[src/rtl/elbeth_lsu_if.sv]
// ---------------------------------------------------------------------------
// elbeth_lsu_if
//   Bundles the core-side data-request signals and the memory-side port
//   signals of the elbeth load/store unit.
//
//   Parameter
//     ADDR_WIDTH    memory word-address width
//
//   Core side
//     dmem_req, dmem_we, dmem_addr[31:0], dmem_wdata[31:0], dmem_size[1:0],
//     dmem_unsigned                       core -> LSU
//     dmem_rdata[31:0], dmem_ready, dmem_err, dmem_busy
//                                         LSU  -> core
//   Memory side
//     mem_enable, mem_addr[ADDR_WIDTH-1:0], mem_data_in[31:0], mem_wr[3:0]
//                                         LSU  -> memory
//     mem_data_out[31:0], mem_ready       memory -> LSU
//
//   Modports
//     slave   the LSU itself
//     master  the environment around it (core plus memory)
// ---------------------------------------------------------------------------
interface elbeth_lsu_if #(
  parameter int unsigned ADDR_WIDTH = 8
);
  // core request side
  logic                  dmem_req;
  logic                  dmem_we;
  logic [31:0]           dmem_addr;
  logic [31:0]           dmem_wdata;
  logic [1:0]            dmem_size;
  logic                  dmem_unsigned;
  logic [31:0]           dmem_rdata;
  logic                  dmem_ready;
  logic                  dmem_err;
  logic                  dmem_busy;

  // memory port side
  logic                  mem_enable;
  logic [ADDR_WIDTH-1:0] mem_addr;
  logic [31:0]           mem_data_in;
  logic [3:0]            mem_wr;
  logic [31:0]           mem_data_out;
  logic                  mem_ready;

  modport slave (
    input  dmem_req, dmem_we, dmem_addr, dmem_wdata, dmem_size, dmem_unsigned,
    output dmem_rdata, dmem_ready, dmem_err, dmem_busy,
    output mem_enable, mem_addr, mem_data_in, mem_wr,
    input  mem_data_out, mem_ready
  );

  modport master (
    output dmem_req, dmem_we, dmem_addr, dmem_wdata, dmem_size, dmem_unsigned,
    input  dmem_rdata, dmem_ready, dmem_err, dmem_busy,
    input  mem_enable, mem_addr, mem_data_in, mem_wr,
    output mem_data_out, mem_ready
  );
endinterface

[src/rtl/elbeth_lsu.sv]
// ---------------------------------------------------------------------------
// elbeth_lsu
//   Load/store unit between the core's data-request interface and one port
//   of elbeth_memory. Byte/half/word accesses become word-addressed memory
//   transactions with a 4-bit byte-write mask. The transaction is held on the
//   memory port until mem_ready, then load data is aligned and sign/zero
//   extended and returned with a one-cycle dmem_ready pulse. A watchdog
//   aborts transactions the memory never completes (dmem_err=1).
//
//   Parameters
//     ADDR_WIDTH      memory word-address width; mem_addr = dmem_addr[ADDR_WIDTH+1:2]
//     TIMEOUT_CYCLES  max ACCESS cycles waiting for mem_ready; 0 disables the watchdog
//
//   Ports
//     clk   in  rising-edge clock
//     rst   in  asynchronous, active-high reset
//     bus   elbeth_lsu_if.slave  (core request side + memory port side)
//
//   Optional feature (compile-time macro)
//     ELBETH_LSU_MISALIGN_EXC_EN
//       defined:   misaligned half/word requests skip the memory and complete
//                  the following cycle with dmem_err=1, dmem_rdata=0
//       undefined: offending low address bits are forced to zero
//
//   Timing: req sampled in cycle 0, mem_enable from cycle 1, mem_ready in
//   cycle k gives dmem_ready in cycle k+1. All outputs are registered.
// ---------------------------------------------------------------------------
module elbeth_lsu #(
  parameter int unsigned ADDR_WIDTH     = 8,
  parameter int unsigned TIMEOUT_CYCLES = 16
) (
  input  logic        clk,
  input  logic        rst,
  elbeth_lsu_if.slave bus
);

  typedef enum logic [1:0] {
    IDLE    = 2'd0,
    ACCESS  = 2'd1,
    RESPOND = 2'd2
  } state_t;

  // Watchdog counter only has to reach TIMEOUT_CYCLES-1.
  localparam int unsigned WD_W    = (TIMEOUT_CYCLES > 2) ? $clog2(TIMEOUT_CYCLES) : 1;
  localparam int unsigned WD_LAST_I = (TIMEOUT_CYCLES > 0) ? TIMEOUT_CYCLES - 1 : 0;
  localparam logic [WD_W-1:0] WD_LAST = WD_W'(WD_LAST_I);

  state_t          state;
  logic            req_we;
  logic [1:0]      req_size;
  logic [1:0]      req_off;
  logic            req_unsigned;
  logic [WD_W-1:0] wd_cnt;

  // Decoded view of the incoming request.
  logic [1:0]  in_off;
  logic [3:0]  in_mask;
  logic [31:0] in_lanes;

  // Address bits above the memory window alias; they are deliberately ignored.
  logic unused_addr_hi;
  assign unused_addr_hi = ^bus.dmem_addr[31:ADDR_WIDTH+2];

  // Half accesses use the half-aligned offset and words always use offset 0,
  // so the misaligned low bits are dropped here for every request.
  always_comb begin
    in_off   = 2'b00;
    in_mask  = 4'b1111;
    in_lanes = bus.dmem_wdata;
    case (bus.dmem_size)
      2'b00: begin
        in_off   = bus.dmem_addr[1:0];
        in_mask  = 4'b0001 << bus.dmem_addr[1:0];
        in_lanes = {4{bus.dmem_wdata[7:0]}};
      end
      2'b01: begin
        in_off   = {bus.dmem_addr[1], 1'b0};
        in_mask  = 4'b0011 << {bus.dmem_addr[1], 1'b0};
        in_lanes = {2{bus.dmem_wdata[15:0]}};
      end
      default: begin
        in_off   = 2'b00;
        in_mask  = 4'b1111;
        in_lanes = bus.dmem_wdata;
      end
    endcase
  end

`ifdef ELBETH_LSU_MISALIGN_EXC_EN
  logic in_misaligned;
  assign in_misaligned = (bus.dmem_size == 2'b01) ? bus.dmem_addr[0]
                       : (bus.dmem_size[1] && (bus.dmem_addr[1:0] != 2'b00));
`endif

  // Select the addressed byte/half of the memory word and extend it.
  function automatic logic [31:0] load_extract(
    input logic [31:0] word,
    input logic [1:0]  size,
    input logic [1:0]  off,
    input logic        uns
  );
    logic [7:0]  b;
    logic [15:0] h;
    case (off)
      2'd0:    b = word[7:0];
      2'd1:    b = word[15:8];
      2'd2:    b = word[23:16];
      default: b = word[31:24];
    endcase
    h = off[1] ? word[31:16] : word[15:0];
    case (size)
      2'b00:   load_extract = {{24{b[7] & ~uns}}, b};
      2'b01:   load_extract = {{16{h[15] & ~uns}}, h};
      default: load_extract = word;
    endcase
  endfunction

  always_ff @(posedge clk or posedge rst) begin
    if (rst) begin
      state           <= IDLE;
      req_we          <= 1'b0;
      req_size        <= 2'b00;
      req_off         <= 2'b00;
      req_unsigned    <= 1'b0;
      wd_cnt          <= '0;
      bus.dmem_rdata  <= '0;
      bus.dmem_ready  <= 1'b0;
      bus.dmem_err    <= 1'b0;
      bus.dmem_busy   <= 1'b0;
      bus.mem_enable  <= 1'b0;
      bus.mem_addr    <= '0;
      bus.mem_data_in <= '0;
      bus.mem_wr      <= '0;
    end else begin
      case (state)
        IDLE: begin
          if (bus.dmem_req) begin
            req_we          <= bus.dmem_we;
            req_size        <= bus.dmem_size;
            req_off         <= in_off;
            req_unsigned    <= bus.dmem_unsigned;
            wd_cnt          <= '0;
            bus.dmem_busy   <= 1'b1;
            bus.mem_addr    <= bus.dmem_addr[ADDR_WIDTH+1:2];
            bus.mem_data_in <= in_lanes;
            bus.mem_wr      <= bus.dmem_we ? in_mask : 4'b0000;
`ifdef ELBETH_LSU_MISALIGN_EXC_EN
            if (in_misaligned) begin
              // Memory port stays disabled; answer with an error next cycle.
              state          <= RESPOND;
              bus.dmem_ready <= 1'b1;
              bus.dmem_err   <= 1'b1;
              bus.dmem_rdata <= '0;
            end else begin
              state          <= ACCESS;
              bus.mem_enable <= 1'b1;
            end
`else
            state          <= ACCESS;
            bus.mem_enable <= 1'b1;
`endif
          end
        end

        ACCESS: begin
          // mem_ready takes priority over a watchdog expiry in the same cycle.
          if (bus.mem_ready) begin
            state          <= RESPOND;
            bus.mem_enable <= 1'b0;
            bus.dmem_ready <= 1'b1;
            bus.dmem_err   <= 1'b0;
            bus.dmem_rdata <= req_we ? '0
                            : load_extract(bus.mem_data_out, req_size, req_off, req_unsigned);
          end else if ((TIMEOUT_CYCLES != 0) && (wd_cnt == WD_LAST)) begin
            state          <= RESPOND;
            bus.mem_enable <= 1'b0;
            bus.dmem_ready <= 1'b1;
            bus.dmem_err   <= 1'b1;
            bus.dmem_rdata <= '0;
          end else begin
            wd_cnt <= wd_cnt + 1'b1;
          end
        end

        RESPOND: begin
          state          <= IDLE;
          bus.dmem_ready <= 1'b0;
          bus.dmem_err   <= 1'b0;
          bus.dmem_rdata <= '0;
          bus.dmem_busy  <= 1'b0;
        end

        default: begin
          state          <= IDLE;
          bus.mem_enable <= 1'b0;
          bus.dmem_ready <= 1'b0;
          bus.dmem_err   <= 1'b0;
          bus.dmem_busy  <= 1'b0;
        end
      endcase
    end
  end

endmodule

[src/flat_wrapper.sv]
// flat-port wrapper written by rule: the top's interface ports become plain ports
module elbeth_lsu_flat 
#(
  parameter int unsigned ADDR_WIDTH     = 8,
  parameter int unsigned TIMEOUT_CYCLES = 16
)
  (clk, rst, bus_dmem_req, bus_dmem_we, bus_dmem_addr, bus_dmem_wdata, bus_dmem_size, bus_dmem_unsigned, bus_dmem_rdata, bus_dmem_ready, bus_dmem_err, bus_dmem_busy, bus_mem_enable, bus_mem_addr, bus_mem_data_in, bus_mem_wr, bus_mem_data_out, bus_mem_ready);
  elbeth_lsu_if #(.ADDR_WIDTH(ADDR_WIDTH)) bus_i ();
  input  logic clk;
  input  logic rst;
  input wire logic [$bits(bus_i.dmem_req)-1:0] bus_dmem_req;
  input wire logic [$bits(bus_i.dmem_we)-1:0] bus_dmem_we;
  input wire logic [$bits(bus_i.dmem_addr)-1:0] bus_dmem_addr;
  input wire logic [$bits(bus_i.dmem_wdata)-1:0] bus_dmem_wdata;
  input wire logic [$bits(bus_i.dmem_size)-1:0] bus_dmem_size;
  input wire logic [$bits(bus_i.dmem_unsigned)-1:0] bus_dmem_unsigned;
  output wire logic [$bits(bus_i.dmem_rdata)-1:0] bus_dmem_rdata;
  output wire logic [$bits(bus_i.dmem_ready)-1:0] bus_dmem_ready;
  output wire logic [$bits(bus_i.dmem_err)-1:0] bus_dmem_err;
  output wire logic [$bits(bus_i.dmem_busy)-1:0] bus_dmem_busy;
  output wire logic [$bits(bus_i.mem_enable)-1:0] bus_mem_enable;
  output wire logic [$bits(bus_i.mem_addr)-1:0] bus_mem_addr;
  output wire logic [$bits(bus_i.mem_data_in)-1:0] bus_mem_data_in;
  output wire logic [$bits(bus_i.mem_wr)-1:0] bus_mem_wr;
  input wire logic [$bits(bus_i.mem_data_out)-1:0] bus_mem_data_out;
  input wire logic [$bits(bus_i.mem_ready)-1:0] bus_mem_ready;
  assign bus_i.dmem_req = bus_dmem_req;
  assign bus_i.dmem_we = bus_dmem_we;
  assign bus_i.dmem_addr = bus_dmem_addr;
  assign bus_i.dmem_wdata = bus_dmem_wdata;
  assign bus_i.dmem_size = bus_dmem_size;
  assign bus_i.dmem_unsigned = bus_dmem_unsigned;
  assign bus_dmem_rdata = bus_i.dmem_rdata;
  assign bus_dmem_ready = bus_i.dmem_ready;
  assign bus_dmem_err = bus_i.dmem_err;
  assign bus_dmem_busy = bus_i.dmem_busy;
  assign bus_mem_enable = bus_i.mem_enable;
  assign bus_mem_addr = bus_i.mem_addr;
  assign bus_mem_data_in = bus_i.mem_data_in;
  assign bus_mem_wr = bus_i.mem_wr;
  assign bus_i.mem_data_out = bus_mem_data_out;
  assign bus_i.mem_ready = bus_mem_ready;
  elbeth_lsu #(.ADDR_WIDTH(ADDR_WIDTH), .TIMEOUT_CYCLES(TIMEOUT_CYCLES)) u_core (.clk(clk), .rst(rst), .bus(bus_i));
endmodule
[config.mk]
export PLATFORM = sky130hd
export DESIGN_NAME = elbeth_lsu_flat
export DESIGN_NICKNAME = d
export VERILOG_FILES = /design/src/rtl/elbeth_lsu_if.sv /design/src/rtl/elbeth_lsu.sv /design/src/flat_wrapper.sv
export SDC_FILE = /design/constraint.sdc
export NUM_CORES = 1
export LEC_CHECK = 0
export ABC_AREA = 0
export BUFFER_PORTS_ARGS = -buffer_cell sky130_fd_sc_hd__buf_4
export CAP_MARGIN = 20
export CORE_MARGIN = 2
export CORE_UTILIZATION = 41
export DETAILED_ROUTE_END_ITERATION = 7
export PLACE_DENSITY = 0.69
export SYNTH_ARGS = -nofsm -noshare
export SYNTH_HDL_FRONTEND = slang
export SYNTH_SLANG_ARGS = --single-unit
export TNS_END_PERCENT = 30
[constraint.sdc]
create_clock -name clk -period 3.5 [get_ports clk]
set_input_delay 0.875 -clock clk [delete_from_list [all_inputs] [get_ports clk]]
set_output_delay 0.875 -clock clk [all_outputs]
set_load 0.01 [all_outputs]
# Word-level counts from Yosys, hierarchy flattened
# Cells that the tools add are included.
# Widths: inputs -> output; s select.
# totals
wordCells,78
input_bits,104
register_bits,92
output_inout_bits,80
# op_classes
shift,2
reduce_logical,13
bitwise,6
n_mux,31
n_addsub,1
eq_ne,11
# ops
operator,n
$pmux 32 s2,3
$mux 32,3
$pmux 8 s3,1
$mux 16,1
$mux 4,4
$mux 8,2
$pmux 4 s2,2
$reduce_and 2->1,5
$eq 2x1->1 const B,4
$logic_not 2->1,4
$pmux 2 s2,2
$mux 1,6
$mux 2,3
$ne 2x2->1 const B,3
$pmux 1 s2,3
$add 4x1->4 const B,1
$eq 2x2->1 const B,2
$eq 4x4->1 const B,1
$not 1->1,4
$reduce_and 4->1,1
$reduce_bool 2->1,2
$shl 1x2->4 const A,1
$shl 2x2->4 const A,1
$ne 3x2->1 const B,1
3 further kinds,4

# Logic depth before layout (Yosys ltp)
# Gate-level depths: netlist of the first run.
# depth
word_depth,9
ltp_mapped,9
mapped_depth_nobuf,6

# Worst setup path after synthesis of the first run
# OpenSTA, ideal clock, no wires.
# synth_timing
path_type,input port to flip-flop
startpoint,in bus_mem_ready
endpoint,reg u_core.bus.dmem_rdata[16]
path_stages,7
required_ps,3377
setup_time_ps,123
path_buffers,3
t_arrival_ps,1738
setup_slack_ps,1639
path_cell_list,and4bb_1 > buf_6 > and2_4 > buf_6 > buf_6 > a22oi_2 > nand2_1
# synth_between
elab_chain_len,2
word_cells_on_any_way,4
cone_classes,1 x eq/ne; 2 x mux; 1 x reduce/logical
# synth_lines
element,line,rtl
from (decl),flat_wrapper.sv:26,input wire logic [$bits(bus_i.mem_ready)-1:0] bus_mem_ready;
$mux 32 / $ne 3x2->1 (equally long branches),--,
$pmux 32 s2 / $reduce_and 2->1 (equally long branches),--,
to (signal assigned),elbeth_lsu.sv:172,bus.dmem_rdata <= req_we ? '0
to (decl),elbeth_lsu_if.sv:48,"output dmem_rdata, dmem_ready, dmem_err, dmem_busy,"
# Several ways; a longest one is shown, not always the timed one.
# A chain may end at the register's enable or synchronous reset.

# Final worst setup path of the first run
# layout_timing
startpoint,reg u_core.state[0]
endpoint,reg u_core.bus.dmem_rdata[25]
# layout_between
elab_chain_len,3
word_cells_on_any_way,6
cone_classes,3 x eq/ne; 1 x mux; 2 x reduce/logical
# layout_lines
element,line,rtl
from (decl),elbeth_lsu.sv:48,state_t state;
from (signal assigned),elbeth_lsu.sv:120,state <= IDLE;
from (signal assigned),elbeth_lsu.sv:159,state <= ACCESS;
from (signal assigned),elbeth_lsu.sv:168,state <= RESPOND;
$eq 2x1->1 / $eq 2x2->1 (equally long branches),elbeth_lsu.sv:135,case (state)
$ne 3x2->1 (no source line) / $reduce_bool 2->1 (equally long branches),--,
$reduce_and 2->1 (no source line),--,
# Several ways; a longest one is shown, not always the timed one.

==> results of run 1 <==
[final timing paths]
| path | start | to |
|---|---|---|
| max in group asynchronous | rst | u_core.bus.dmem_rdata[22] |
| hold / removal | u_core.bus.mem_data_in[14] | u_core.bus.mem_data_in[14] |
| setup reg to reg | u_core.state[0] | u_core.bus.dmem_rdata[25] |
| hold reg to reg | u_core.bus.mem_data_in[14] | u_core.bus.mem_data_in[14] |
| min in group asynchronous | rst | u_core.wd_cnt[2] |
| setup / recovery | u_core.state[0] | u_core.bus.dmem_rdata[25] |
[state kept, by name (all words and copies together) (netlist names)]
name	cells
u_core.req_size	2
u_core.req_we	1
u_core.state	2
u_core.wd_cnt	4
u_core.bus.mem_enable	1
u_core.bus.dmem_rdata	32
u_core.bus.mem_wr	4
u_core.req_unsigned	1
u_core.bus.mem_data_in	32
u_core.req_off	2
u_core.bus.dmem_err	1
u_core.bus.dmem_ready	1
u_core.bus.dmem_busy	1
u_core.bus.mem_addr	8
[synthesized netlist by cell type (2+ instances only)]
cell	n	area [sq um]
a21o_1	8	60.06
a21oi_1	21	105.1
a22o_1	2	17.52
a22oi_1	6	45.04
a22oi_2	10	125.1
a311o_1	6	60.06
a31oi_1	2	12.51
and3b_1	2	17.52
buf_2	12	60.06
buf_4	2	15.01
buf_6	4	45.04
clkbuf_1	10	37.54
dfrtp_1	92	2302
ha_1	4	50.05
inv_1	7	26.28
mux2_2	20	225.2
mux2i_1	35	350.3
nand2_1	84	315.3
nand2b_1	8	50.05
nand3b_1	6	45.04
nor2_1	25	93.84
nor2b_1	6	37.54
o21ai_0	38	190.2
o21ai_1	10	50.05
o311ai_1	8	70.07
o31ai_1	3	22.52
[power breakdown]
group | switching, uW | internal, uW
sequential | 384 | 1540
combinational | 1220 | 1160
clock | 401 | 573
[cell families (layout without fill, tap and decap cells)]
| family | after synthesis | after routing | share of synthesized area |
|---|---|---|---|
| flip-flops | 92 | 92 | 0.4982 |
| AO/OA/AOI/OAI | 121 | 121 | 0.1806 |
| adder cells (fa/ha/maj) | 4 | 4 | 0.01083 |
| AND/OR/NAND/NOR | 141 | 141 | 0.1376 |
| multiplexers | 56 | 56 | 0.1278 |
| buffers and inverters | 37 | 188 | 0.04495 |
[critical path, stage by stage (launching register included)]
cell and delay, ns:
dfrtp_1 0.35, inv_1 0.07, ha_1 0.23, and4bb_1 0.71, o2111ai_2 0.57, nand2_1 0.20
[layout make-up]
class                      count  area (sq um)
fill                         984          4771
sequential                    92          2302
multi-input combinational    322          2113
timing repair buffer         165          1251
clock buffer                  12         246.5
tap                          140         175.2
clock inverter                 4         48.80
inverter                       7         27.53
[routing by layer]
layer	up-vias	part of all wire	wire length, microns	GRT usage
met2	162	0.47	5708	0.3365
li1	1882	-	-	-
met4	0	0.016	192	0.07946
met1	1909	0.42	5159	0.2651
met3	14	0.090	1099	0.05879
met5	-	0	0	0
[per-stage QoR]
| step | std cells | cell area (sq um) | setup WS, ns |
|---|---|---|---|
| CTS | 742 | 6165 | 1.243 |
| global placement | 726 | 5869 | 1.101 |
| global route | 742 | 6165 | 1.038 |
| floorplan | 451 | 4621 | 0.2330 |
| finish | 742 | 6165 | 1.277 |
| detailed placement | 726 | 5869 | 1.029 |
==> out/metrics.csv, run 1 <==
metric;value;unit
status;complete, no violations;
kind of start point of the critical path;flop;
R2R depth;5;
leakage power;0.003029;uW
global placement routability congestion;0.8787;
Syn-to-layout area delta;33.41;%
kind of critical path;flop to flop;
Mapped Cells;451;
layout cells sized above 1;0.3638;
largest net degree at the start of global routing;76;
# resized after CTS;0;
count of pins over their slew limit;0;
starting DRC count in detailed routing;303;
Detailed Route WL;12160;microns
GRT Util Overall;0.2081;
initial antenna violation count;0;
Post-Syn Nets;559;
port buffer count;161;
number of synthesized register bits;92;
DRC viols;0;
Hold Slack;0.4789;ns
H-tree depth;3;
CP arrival;2.48;ns
core area;10940;sq um
Worst-path clk slew;0.06;ns
grt ovf;0;
Avg Cell Area, Syn;10.25;sq um
# setup viols final;0;
Ys Warns;0;
post-synthesis cell area;4621;sq um
post-route ant nets;0;
Async SR Flop Fraction;1.000;
Peak Freq;449.8;MHz
Post-synth EDFFs;0;
WL/cell;16.39;microns
vias in the first global route;3970;
peak supply drop;0.4035;mV
total CTS buffers;9;
CTS Hold Bufs;0;
I/O pins;184;
slew margin rel.;0.4371;
Hold Vio Cnt, Final;0;
Initial DRT Pass Iterations;4;
Via density;5.346;
flop-to-flop setup slack;1.28;ns
row cnt;38;
fin crit share;0.6352;
Die Width;110.2;microns
unrepaired setup endpoints after global routing;no;
total power;5285;uW
required time worst endpoint;3.76;ns
die height;110.2;microns
Bufs on Longest Clock Path;2;
insertion delay to the later sink of the worst-skew pair;0.34;ns
Hold Crit Class;flop to flop;
number of max-cap violations;0;
sinks on the clock net;92;
initial core utilization;0.4225;
Setup Skew;0.006153;ns
CTS tree;done;
setup bufs post-CTS;0;
sequential element share of the synthesized area;0.4982;
Worst Tran Pin Value;0.8427;ns
ys flop type;dfrtp_1;
Final nets;705;
Worst setup EP type;flop;
power density over cell area;857.3;nW/um^2
root buffer cell;clkbuf_16;
commonest non-fill, non-tap cell in the layout;buf_4;
minimum clock period;2.223;ns
setup TNS;0;ns
final core utilization;0.5637;
commonest non-fill, non-tap cells in the layout;164 x buf_4, 92 x dfrtp_1, 83 x nand2_1;
die area;12140;sq um
Crit Path Max Fanout;18;
hold path depth;2;
ANT cells;0;
hpwl dp;8950;microns
post-synth cell types;46;
first-pass GRT wire length;19380;microns
via count;3967;
Note: power is estimated with default switching activity, not from simulation.
==> inputs of run 2 (changes only) <==
--- a/config.mk
+++ b/config.mk
@@ -11,7 +11,7 @@
 export CORE_MARGIN = 2
 export CORE_UTILIZATION = 41
 export DETAILED_ROUTE_END_ITERATION = 7
-export PLACE_DENSITY = 0.69
+export PLACE_DENSITY = 0.72
 export SYNTH_ARGS = -nofsm -noshare
 export SYNTH_HDL_FRONTEND = slang
 export SYNTH_SLANG_ARGS = --single-unit
==> constraint.sdc (replaced) <==
create_clock -name clk -period 1.98 [get_ports clk]
set_input_delay 0.495 -clock clk [delete_from_list [all_inputs] [get_ports clk]]
set_output_delay 0.495 -clock clk [all_outputs]
set_load 0.01 [all_outputs]
==> run 2 against run 1 <==
Sequential power rose by 70%. Critical path type unchanged. Count of clock-buffer cells in the layout stayed put. Register-to-register slack worse by 1.1 ns. Total power rose by 83%. Largest power group unchanged.
==> out/metrics.csv, run 2 (synthesized netlist as in run 1, its figures left out) <==
metric;value;unit;change
dpl cells;734;;+1.1%
total CTS buffers;9;;unchanged
Initial DRT Pass Iterations;4;;unchanged
ANT cells;0;;unchanged
Die Width;110.2;microns;unchanged
Worst Tran Pin Value;0.7193;ns;-0.1234 ns
initial antenna violation count;0;;unchanged
reg2reg start;u_core.state[0];;
Peak Freq;546.7;MHz;+22%
Int Power;6083;uW;+86%
largest net degree at the start of global routing;93;;+22%
Crit Path Max Fanout;18;;unchanged
count of pins over their slew limit;0;;unchanged
setup bufs post-CTS;0;;unchanged
CTS tree;done;;
Sw Ratio;0.3706;;-0.008944
minimum clock period;1.829;ns;-0.3940 ns
# resized after CTS;0;;unchanged
leakage power;0.003086;uW;+1.9%
# setup viols final;0;;unchanged
core area;10940;sq um;unchanged
initial core utilization;0.4225;;unchanged
part of the power in the clock network;0.190;;+0.006
number of max-cap violations;0;;unchanged
WL/cell;16.17;microns;-1.4%
Largest delay share family, worst path;simple AND/OR/NAND/NOR gates;;
Hold Crit Class;input pin to asynchronous set/reset pin;;
GRT Util Overall;0.2041;;-0.003932
filler instances;964;;-2.0%
port buffer count;161;;unchanged
Setup Skew;0.005340;ns;-0.0008130 ns
row cnt;38;;unchanged
first-pass GRT wire length;18850;microns;-2.7%
die height;110.2;microns;unchanged
global placement routability congestion;0.8968;;+2.1%
grt ovf;0;;unchanged
buffers and inverters on the worst path;2;;+1
hpwl dp;8894;microns;-0.63%
die area;12140;sq um;unchanged
Place WS;0.1612;ns;-0.8680 ns
insertion delay to the later sink of the worst-skew pair;0.34;ns;about the same
final core utilization;0.5761;;+0.01236
Syn-to-layout area delta;36.34;%;
flop-to-flop setup slack;0.15;ns;-1.13 ns
power density over cell area;1534;nW/um^2;+79%
slew margin rel.;0.5195;;+0.08245
starting DRC count in detailed routing;160;;-47%
DRC viols;0;;unchanged
Hold Vio Cnt, Final;0;;unchanged
Bufs on Longest Clock Path;2;;unchanged
Logic pwr share;0.469;;+0.018
vias in the first global route;3910;;-1.5%
unrepaired setup endpoints after global routing;no;;
Worst setup EP type;flop;;
Reg-to-Reg End;u_core.bus.dmem_rdata[28];;
I/O pins;184;;unchanged
fin crit share;0.9238;;+0.2886
total power;9665;uW;+83%
sinks on the clock net;92;;unchanged
root buffer cell;clkbuf_16;;
H-tree depth;3;;unchanged
Slowest-stage cell, CP;dfrtp_1;;
commonest non-fill, non-tap cells in the layout;169 x buf_4, 92 x dfrtp_1, 83 x nand2_1;;
status;complete, no violations;;
top flop regs;u_core.bus.dmem_rdata x32, u_core.bus.mem_data_in x32, u_core.bus.mem_addr x8;;
Seq pwr share;0.341;;-0.024
Final nets;713;;+1.1%
peak supply drop;0.7148;mV;+77%
Via density;5.327;;-0.37%
final worst setup slack;0.1508;ns;-1.126 ns
post-route ant nets;0;;unchanged
required time worst endpoint;2.18;ns;-1.58 ns
CTS Hold Bufs;0;;unchanged
P_sw;3582;uW;+79%
setup TNS;0;ns;unchanged
CP arrival;2.03;ns;-0.45 ns
layout cells sized above 1;0.3721;;+0.008344
Worst-path clk slew;0.06;ns;about the same
Final Non-Filler Cells;750;;+1.1%
commonest non-fill, non-tap cell in the layout;buf_4;;
kind of start point of the critical path;flop;;
crit path cell chain;inv_1, ha_1, and4bb_1, buf_4, and2_4, a22oi_1, nand2_1;;
Detailed Route WL;12130;microns;-0.29%
crit-path max cell delay;0.37;ns;-0.34 ns
via count;3995;;+0.71%
kind of critical path;flop to flop;;
R2R depth;7;;+2
[run 2: changes by cell type in the layout (fill, tap and decap cells not counted)]
cell	change
buf_12	+3
buf_4	+5
o2111ai_2	-1
clkinvlp_4	+2
o2111ai_4	+1
clkinv_4	-1
clkinv_2	-2
bufinv_16	+1
[run 2: stage by stage]
| step | instance area, sq um | hold WS, ns |
|---|---|---|
| global placement | 5969 | 0.4629 |
| detailed placement | 5969 | 0.4705 |
| finish | 6300 | 0.2955 |
| CTS | 6289 | 0.3097 |
| floorplan | 4624 | 0.4394 |
| global route | 6300 | 0.3366 |
[run 2: worst max path at each step]
| stage | start | to | depth (start not counted) |
|---|---|---|---|
| 2_1_floorplan | u_core.state[0] | u_core.bus.dmem_rdata[16] | 9 |
| 3_3_place_gp | u_core.state[0] | u_core.bus.dmem_rdata[23] | 6 |
| 3_5_place_dp | u_core.state[0] | u_core.bus.dmem_rdata[28] | 6 |
| 4_1_cts | u_core.state[0] | u_core.bus.dmem_rdata[28] | 6 |
| 5_1_grt | u_core.state[0] | u_core.wd_cnt[2] | 6 |
| 6_report | u_core.state[0] | u_core.bus.dmem_rdata[28] | 7 |
[run 2: cell type report]
cell class | count | area [sq um] | share of cell area
clock inverters | 4 | 72.57 | 0.01152
repair buffers | 173 | 1349 | 0.2141
well taps | 140 | 175.2 | 0.02781
flip-flops and latches | 92 | 2302 | 0.3654
multi-input cells | 322 | 2125 | 0.3372
clock buffers | 12 | 246.5 | 0.03913
inverters | 7 | 30.03 | 0.004767
[run 2: worst min-delay path, delay by kind of cell]
| kind | cells | cell delay (ns) |
|---|---|---|
| buffers and inverters | 3 | 0.58 |
[run 2: metal layers]
metal,part of all wire,global-route usage,wire length (microns),vias to the layer above
met4,0.019,0.08125,235,0
met3,0.088,0.05820,1061,17
met5,0,0,0,-
li1,-,-,-,1886
met1,0.42,0.2510,5070,1922
met2,0.47,0.3387,5758,170
[run 2: power groups by stage]
stage                     logic (uW)  clock network, uW  registers [uW]
after detailed placement        4560                  0            3320
final                           4530               1840            3290
after global placement          4430                  0            3280
after floorplan                 2370                  0            3550
after global routing            5000               1960            3410
after CTS                       4560               1880            3300
==> inputs of run 3 (changes only) <==
--- a/config.mk
+++ b/config.mk
@@ -8,7 +8,7 @@
 export ABC_AREA = 0
 export BUFFER_PORTS_ARGS = -buffer_cell sky130_fd_sc_hd__buf_4
 export CAP_MARGIN = 20
-export CORE_MARGIN = 2
+export CORE_MARGIN = 4
 export CORE_UTILIZATION = 41
 export DETAILED_ROUTE_END_ITERATION = 7
 export PLACE_DENSITY = 0.72
==> run 3 against run 2 <==
Fmax grew 0.44%. Via count shrank 0.55%. Setup slack gained 0.0081 ns. Clock skew grew 0.0014 ns. Final cell count shrank 0.13%. Sequential share of layout area grew 0.28 points. Final area shrank 0.75%. Highest routed layer unchanged.
==> out/metrics.csv, run 3 (synthesized netlist as in run 1, its figures left out) <==
metric;value;unit;change
commonest non-fill, non-tap cells in the layout;170 x buf_4, 92 x dfrtp_1, 83 x nand2_1;;
status;complete, no violations;;
CP arrival;2.02;ns;about the same
H-tree depth;3;;unchanged
crit path from;u_core.state[0];;
Slowest-stage cell, CP;dfrtp_1;;
Worst Tran Pin Value;0.6502;ns;-0.06902 ns
top flop regs;u_core.bus.dmem_rdata x32, u_core.bus.mem_data_in x32, u_core.bus.mem_addr x8;;
peak supply drop;0.7549;mV;+5.6%
I/O pins;184;;unchanged
unrepaired setup endpoints after global routing;no;;
R2R depth;7;;unchanged
first-pass GRT wire length;20260;microns;+7.5%
CTS tree;done;;
global placement routability congestion;0.8229;;-8.2%
setup TNS;0;ns;unchanged
minimum clock period;1.821;ns;-0.008082 ns
die height;114.2;microns;+3.6%
final core utilization;0.5717;;-0.004348
crit path cell chain;inv_1, ha_1, and4bb_1, buf_4, and2_4, a22oi_1, nand2_1;;
vias in the first global route;4020;;+2.8%
Hold Crit Class;input pin to asynchronous set/reset pin;;
crit-path max cell delay;0.39;ns;+0.02 ns
CTS Hold Bufs;0;;unchanged
reg2reg start;u_core.state[0];;
leakage power;0.003064;uW;-0.72%
slew margin rel.;0.5656;;+0.04611
Hold Vio Cnt, Final;0;;unchanged
power density over cell area;1518;nW/um^2;-1.0%
sinks on the clock net;92;;unchanged
core area;10940;sq um;unchanged
commonest non-fill, non-tap cell in the layout;buf_4;;
via count;3973;;-0.55%
Setup Skew;0.006757;ns;+0.001417 ns
GRT Util Overall;0.1935;;-0.01066
Bufs on Longest Clock Path;2;;unchanged
hpwl dp;9146;microns;+2.8%
total power;9492;uW;-1.8%
initial core utilization;0.4225;;unchanged
Worst-path clk slew;0.07;ns;about the same
initial antenna violation count;0;;unchanged
flop-to-flop setup slack;0.16;ns;about the same
setup bufs post-CTS;0;;unchanged
Initial DRT Pass Iterations;4;;unchanged
kind of start point of the critical path;flop;;
Die Width;114.2;microns;+3.6%
fin crit share;0.9198;;-0.004082
post-route ant nets;0;;unchanged
Worst setup EP type;flop;;
insertion delay to the later sink of the worst-skew pair;0.34;ns;about the same
Crit Path Max Fanout;18;;unchanged
buffers and inverters on the worst path;2;;unchanged
total CTS buffers;9;;unchanged
DRC viols;0;;unchanged
# setup viols final;0;;unchanged
root buffer cell;clkbuf_16;;
number of max-cap violations;0;;unchanged
grt ovf;0;;unchanged
Largest delay share family, worst path;simple AND/OR/NAND/NOR gates;;
port buffer count;161;;unchanged
Reg-to-Reg End;u_core.bus.dmem_rdata[27];;
largest net degree at the start of global routing;93;;unchanged
Syn-to-layout area delta;35.31;%;
Peak Freq;549.1;MHz;+0.44%
Detailed Route WL;12500;microns;+3.1%
Via density;5.304;;-0.42%
ANT cells;0;;unchanged
layout cells sized above 1;0.3711;;-0.001031
kind of critical path;flop to flop;;
count of pins over their slew limit;0;;unchanged
WL/cell;16.69;microns;+3.2%
row cnt;38;;unchanged
die area;13030;sq um;+7.4%
Final nets;713;;unchanged
starting DRC count in detailed routing;235;;+47%
required time worst endpoint;2.18;ns;about the same
[run 3: worst max path at each step]
stage | end | depth (start not counted) | slack, ns
3_3_place_gp | u_core.bus.dmem_rdata[31] | 6 | 0.18
2_1_floorplan | u_core.bus.dmem_rdata[16] | 9 | 0.27
6_report | u_core.bus.dmem_rdata[27] | 7 | 0.16
4_1_cts | u_core.bus.dmem_rdata[16] | 6 | 0.1
3_5_place_dp | u_core.bus.dmem_rdata[16] | 6 | 0.15
5_1_grt | u_core.bus.dmem_rdata[26] | 7 | 0.04
[run 3: per-layer routing]
layer | share of wire | routed length, microns | vias up | GRT usage
li1 | - | - | 1888 | -
met1 | 0.40 | 4996 | 1896 | 0.2422
met2 | 0.48 | 5973 | 169 | 0.3130
met3 | 0.10 | 1268 | 20 | 0.06342
met4 | 0.021 | 262 | 0 | 0.07126
met5 | 0 | 0 | - | 0
[run 3: layout make-up]
cell class	count	area (sq um)
Sequential cell	92	2302
Tap cell	140	175.2
Clock inverter	4	51.30
Clock buffer	11	232.7
Multi-Input combinational cell	322	2125
Inverter	7	30.03
Fill cell	969	4683
Timing Repair Buffer	173	1336
[run 3: worst register-to-register path: cells and delay by family, from the launching register on]
kind / cells / cell delay (ns)
AO/OA/AOI/OAI: 1 / 0.19
adder cells (fa/ha/maj): 1 / 0.26
buffers and inverters: 2 / 0.32
flip-flops: 1 / 0.39
AND/OR/NAND/NOR: 3 / 0.53
[run 3: through the flow]
stage / instance area (sq um) / std cells / hold slack (ns) / worst slack, ns
2_1_floorplan: 4624 / 451 / 0.4394 / 0.2701
3_5_place_dp: 5957 / 734 / 0.4725 / 0.1521
5_1_grt: 6252 / 749 / 0.3362 / 0.04319
4_1_cts: 6241 / 749 / 0.3170 / 0.09797
3_3_place_gp: 5957 / 734 / 0.4629 / 0.1768
6_report: 6252 / 749 / 0.2918 / 0.1589
[run 3: power by group]
group / internal, uW / switching, uW
clock: 973 / 705
sequential: 2730 / 562
combinational: 2200 / 2320
[run 3: timing repair]
action                     in CTS  in global routing
hold endpoints to repair        0                  0
setup endpoints to repair       0                 11
resized for setup               0                  1
